`config.mk`:
```
export PLATFORM = sky130hd
export DESIGN_NAME = dmem_arbiter
export DESIGN_NICKNAME = d
export VERILOG_FILES = /design/src/rtl/dmem_arbiter.sv
export SDC_FILE = /design/constraint.sdc
export NUM_CORES = 1
export LEC_CHECK = 0
export CAP_MARGIN = 20
export CELL_PAD_IN_SITES_DETAIL_PLACEMENT = 1
export CELL_PAD_IN_SITES_GLOBAL_PLACEMENT = 1
export CORE_ASPECT_RATIO = 0.8
export CORE_MARGIN = 2
export CORE_UTILIZATION = 30
export DETAILED_ROUTE_END_ITERATION = 12
export MAX_ROUTING_LAYER = met4
export PLACE_DENSITY = 0.82
export SYNTH_ARGS = -nofsm -noshare
export SYNTH_HDL_FRONTEND = slang
export SYNTH_SLANG_ARGS = --single-unit
```
`constraint.sdc`:
```
create_clock -name clk -period 1.8 [get_ports clk]
set_clock_uncertainty 0.15 [all_clocks]
set_input_delay 0.27 -clock clk [delete_from_list [all_inputs] [get_ports clk]]
set_output_delay 0.27 -clock clk [all_outputs]
set_load 0.005 [all_outputs]
```
`src/rtl/dmem_arbiter.sv`:
```
// Two-port arbiter sharing one word-aligned data memory between the load/store port (0)
// and a secondary master (1); one access per IDLE/ACCESS pair with registered done.
module dmem_arbiter #(
    parameter int unsigned FIXED_PRIO = 0
) (
    input  logic        clk,
    input  logic        reset,

    input  logic        m0_req,
    input  logic        m0_we,
    input  logic [31:0] m0_addr,
    input  logic [31:0] m0_wdata,
    output logic        m0_gnt,
    output logic        m0_done,
    output logic [31:0] m0_rdata,

    input  logic        m1_req,
    input  logic        m1_we,
    input  logic [31:0] m1_addr,
    input  logic [31:0] m1_wdata,
    output logic        m1_gnt,
    output logic        m1_done,
    output logic [31:0] m1_rdata,

    output logic        mem_we,
    output logic [31:0] mem_addr,
    output logic [31:0] mem_wd,
    input  logic [31:0] mem_rd
);

    localparam logic [0:0] ST_IDLE   = 1'b0;
    localparam logic [0:0] ST_ACCESS = 1'b1;

    logic [0:0]  state_q, state_d;
    logic        last_q, last_d;
    logic        sel_q, sel_d;
    logic        we_q, we_d;
    logic [31:0] addr_q, addr_d;
    logic [31:0] wdata_q, wdata_d;
    logic        m0_done_q, m0_done_d;
    logic        m1_done_q, m1_done_d;
    logic [31:0] m0_rdata_q, m0_rdata_d;
    logic [31:0] m1_rdata_q, m1_rdata_d;

    logic        elig0;
    logic        elig1;
    logic        pick;
    logic        grant;

    // A port whose done is high is finishing its access and must not be re-granted now.
    always_comb begin
        elig0 = m0_req & ~m0_done_q;
        elig1 = m1_req & ~m1_done_q;
        if (elig0 && elig1) begin
            pick = (FIXED_PRIO != 0) ? 1'b0 : ~last_q;
        end else begin
            pick = elig1;
        end
        grant = (state_q == ST_IDLE) & (elig0 | elig1);
    end

    always_comb begin
        state_d    = state_q;
        last_d     = last_q;
        sel_d      = sel_q;
        we_d       = we_q;
        addr_d     = addr_q;
        wdata_d    = wdata_q;
        m0_done_d  = 1'b0;
        m1_done_d  = 1'b0;
        m0_rdata_d = m0_rdata_q;
        m1_rdata_d = m1_rdata_q;

        case (state_q)
            ST_IDLE: begin
                if (grant) begin
                    state_d = ST_ACCESS;
                    sel_d   = pick;
                    last_d  = pick;
                    we_d    = pick ? m1_we    : m0_we;
                    addr_d  = pick ? m1_addr  : m0_addr;
                    wdata_d = pick ? m1_wdata : m0_wdata;
                end
            end
            ST_ACCESS: begin
                state_d = ST_IDLE;
                if (sel_q) begin
                    m1_done_d = 1'b1;
                    if (!we_q) begin
                        m1_rdata_d = mem_rd;
                    end
                end else begin
                    m0_done_d = 1'b1;
                    if (!we_q) begin
                        m0_rdata_d = mem_rd;
                    end
                end
            end
            default: state_d = ST_IDLE;
        endcase
    end

    always_ff @(posedge clk or negedge reset) begin
        if (!reset) begin
            state_q    <= ST_IDLE;
            last_q     <= 1'b1;
            sel_q      <= 1'b0;
            we_q       <= 1'b0;
            addr_q     <= 32'h0;
            wdata_q    <= 32'h0;
            m0_done_q  <= 1'b0;
            m1_done_q  <= 1'b0;
            m0_rdata_q <= 32'h0;
            m1_rdata_q <= 32'h0;
        end else begin
            state_q    <= state_d;
            last_q     <= last_d;
            sel_q      <= sel_d;
            we_q       <= we_d;
            addr_q     <= addr_d;
            wdata_q    <= wdata_d;
            m0_done_q  <= m0_done_d;
            m1_done_q  <= m1_done_d;
            m0_rdata_q <= m0_rdata_d;
            m1_rdata_q <= m1_rdata_d;
        end
    end

    // Grants are combinational, so mask them while reset is asserted.
    always_comb begin
        m0_gnt   = grant & ~pick & reset;
        m1_gnt   = grant & pick & reset;
        m0_done  = m0_done_q;
        m1_done  = m1_done_q;
        m0_rdata = m0_rdata_q;
        m1_rdata = m1_rdata_q;
        mem_we   = (state_q == ST_ACCESS) & we_q;
        mem_addr = addr_q;
        mem_wd   = wdata_q;
    end

endmodule

```
==> flow_summary_export.csv <==
group,metric,value,unit
power_and_ir_drop,ir_drop,656,µV
die,fp.dieArea,20000,µm²
finish,fin_cells,958,
logic_synthesis,yosysWarnings,0,
detailed_routing,num_vias,4921,
logic_synthesis,muxShareOfSynthArea,12.7,%
power_and_ir_drop,leakage,3.92,nW
die,core_area,18300,µm²
sta,rsz0062_at_grt,"yes",
run_status,outcome,"finished with violations",
finish,drive_gt1_share,18.9,%
die,io_pins,299,
clock_network,clk_pin_slew_worst_paths,0.06,ns
job,drv_cap,0,
logic_synthesis,synth_compound_area_share,12.3,%
die,initial_core_util,30.9,%
finish,final_net_count,857,
global_routing,grt-ovfl-total,0,
global_routing,grt_pass1_vias,5551,
setup_path,worst_path_max_delay_cell,"dfstp_2",
sta,period_needed,1.89,ns
logic_synthesis,syn_nets,552,
setup_path,path_common_cell,"buf_4",
clock_network,h-tree-depth,4,
setup_path,critPathMaxStageDelay,0.55,ns
clock_network,clockRootBuffer,"clkbuf_16",
logic_synthesis,syn-cell-area,5670,µm²
sta,hold_violations,0,
logic_synthesis,yosys.area_share.xor_xnor,0,%
logic_synthesis,synth-adder-area-share,0,%
logic_synthesis,avgSynthCellArea,14.7,µm²
place,gp_congestion,0.770,
logic_synthesis,syn_inst,386,
detailed_routing,drt_pass1_iterations,5,
worst_hold_path,hold_class,"input pin to async pin",
logic_synthesis,synth_cell_types,20,
clock_network,cts_tree,"yes",
sta,fin_ws,-0.0947,ns
sta,worst_slew_pin_slew,0.721,ns
power_and_ir_drop,p_per_area,1750,nW/µm²
logic_synthesis,ys_top_cells_by_area,"dfrtp_1 (59%), a221o_1 (11%), mux2_2 (11%)",
setup_path,path_class,"register to register",
setup_path,crit_required,1.94,ns
detailed_routing,drc,0,
logic_synthesis,synth-edff-count,0,
logic_synthesis,ys_seq_area_share,59.2,%
global_routing,antenna_found_initial,1,
run_status,violations,"setup timing",
place,dp_cells,914,
logic_synthesis,synth_top_family_by_area,"multiplexers",
finish,fillerInstances,1824,
detailed_routing,totalWireLength,21500,µm
logic_synthesis,synth_seq_cells,134,
detailed_routing,drt_iter0_drc,292,
setup_path,rr_worst_depth,5,
setup_path,crit_fanout,15,
die,placementRows,44,
logic_synthesis,synth_top_area_cell,"dfrtp_1",
sta,fmax,0.528,GHz
sta,slew_headroom,52.0,%
sta,setup_tns,-3.03,ns
setup_path,crit_path_cell_trace,"buf_4 > a311oi_4 > buf_4 > bufbuf_16 > a221o_1",
clock_network,cts_max_path_buffers,2,
place,io_buffers,298,
place,place_hpwl,14100,µm
clock_network,clk_latency,0.40,ns
logic_synthesis,netlist_top_cells_count,"dfrtp_1 (133), nor4b_1 (66), a221o_1 (65), mux2_2 (57), buf_2 (16)",
logic_synthesis,synth_top_area_share,58.7,%
logic_synthesis,synth_simple_gate_area_share,11.5,%
die,die_h,127,µm
clock_network,cts.sinks,134,
global_routing,grt_usage,21.4,%
finish,multi_input_area,2130,µm²
sta,slew_viol_final,0,
detailed_routing,vias_per_cell,5.14,
logic_synthesis,synthMostInstantiatedCell,"dfrtp_1",
die,dieWidth,158,µm
logic_synthesis,postSynth.asyncResetShare,100,%
finish,syn_to_final_growth,73.3,%
global_routing,grt_pass1_wl,31900,µm
setup_path,start_kind,"register",
detailed_routing,drt.antenna.violating_nets,0,
detailed_routing,wire_per_inst,22.5,µm
clock_network,cts_buffers,17,
sta,fin_crit_sh,105,%
logic_synthesis,synth_ff_type,"dfrtp_1",
sta,setup_violations,64,
setup_path,endpoint_kind,"register",
finish,ff_latch_area,3360,µm²
global_routing,grt_start_max_net_pins,134,
power_and_ir_drop,total_power,0.0173,W
setup_path,cp.arrival,2.03,ns
## cell usage in the layout, fill, tap and decap left out, types with 2 or more instances in the layout
cell type / Yosys / final
a221o_1: 65 / 65
buf_4: 11 / 12
clkinv_4: 0 / 2
inv_1: 2 / 2
mux2_1: 7 / 7
nand2b_4: 0 / 2
clkbuf_16: 0 / 20
clkinv_2: 0 / 3
mux2_2: 57 / 57
dlygate4sd2_1: 0 / 3
buf_12: 0 / 7
nor3b_4: 1 / 2
clkinvlp_4: 0 / 3
buf_16: 0 / 3
a21o_1: 3 / 2
dfrtp_1: 133 / 132
inv_6: 0 / 4
clkbuf_8: 0 / 2
nor4b_2: 0 / 2
nor4b_1: 66 / 63
and2_1: 3 / 2
clkdlybuf4s50_1: 0 / 291
buf_6: 2 / 4
## cells by family (layout without fill, tap and decap cells)
family,Yosys count,in the layout
multiplexers,64,64
AND/OR/NAND/NOR,75,75
buffers and inverters,44,362
flip-flops,134,134
other,0,1
AO/OA/AOI/OAI,69,69
## worst paths after layout
check	slack, ns	startpoint	endpoint
hold reg to reg	0.34	m0_rdata[24]$_DFFE_PN0P_	m0_rdata[24]$_DFFE_PN0P_
hold / removal	0.07	reset	mem_wd[24]$_DFFE_PN0P_
setup / recovery	-0.09	last_q$_DFFE_PN1P_	mem_wd[20]$_DFFE_PN0P_
min in group clk	0.33	m1_addr[28]	mem_addr[28]$_DFFE_PN0P_
setup reg to reg	-0.09	last_q$_DFFE_PN1P_	mem_wd[20]$_DFFE_PN0P_
max in group asynchronous	0.53	reset	state_q$_DFF_PN0_
## metal layers
metal	global-route usage, %	wire [µm]	up-vias
met2	36.4	10900	240
met1	25.2	8650	2492
met5	-	0	-
li1	-	-	2160
met4	6.90	474	0
met3	5.09	1520	29
## sequential cells by signal (all words and copies together), names as in the netlist
signal	count
m0_rdata	32
m1_rdata	32
mem_addr	32
mem_wd	32
last_q	1
m0_done	1
m1_done	1
sel_q	1
state_q	1
we_q	1
## worst max-delay path, delay by kind of cell, from the launching register on
kind,cells,cell delay [ns]
flops,1,0.55
compound gates,2,0.42
buf+inv,3,0.66
## cell type report
cell class | count | share of cell area [%]
Inverter | 2 | 0.0764
Clock buffer | 19 | 4.61
Sequential cell | 134 | 34.1
Multi-Input combinational cell | 208 | 21.6
Tap cell | 253 | 3.22
Timing Repair Buffer | 328 | 35.1
Clock inverter | 13 | 1.22
Antenna cell | 1 | 0.0255
## repair_timing
item                                   in CTS  in global routing
endpoints found under the hold margin     133                  0
setup buffers                               1                  3
gates resized for setup                    22                 15
setup endpoints to repair                  70                 69
pin swaps                                   3                  2
hold buffers                                1                  0
gates cloned                                3                  4
## power by group
| group | leakage (nW) | internal (W) | switching [W] |
|---|---|---|---|
| clock network | 0.277 | 0.00199 | 0.00138 |
| logic | 2.03 | 0.00517 | 0.00322 |
| registers | 1.61 | 0.00456 | 0.000929 |
## per-stage QoR
stage                     hold WS [ns]  instance area (µm²)  util (%)  setup slack [ns]
after floorplan                 -0.176                 5670         -            0.0638
after global placement         -0.0924                 8970      48.9            -0.658
after detailed placement       -0.0933                 8970      48.9            -0.551
after CTS                       0.0531                 9680      52.8            -0.109
after global routing            0.0629                 9830      53.6            -0.155
final                           0.0720                 9830      53.6           -0.0947
Power figures use the tool's default switching activity.
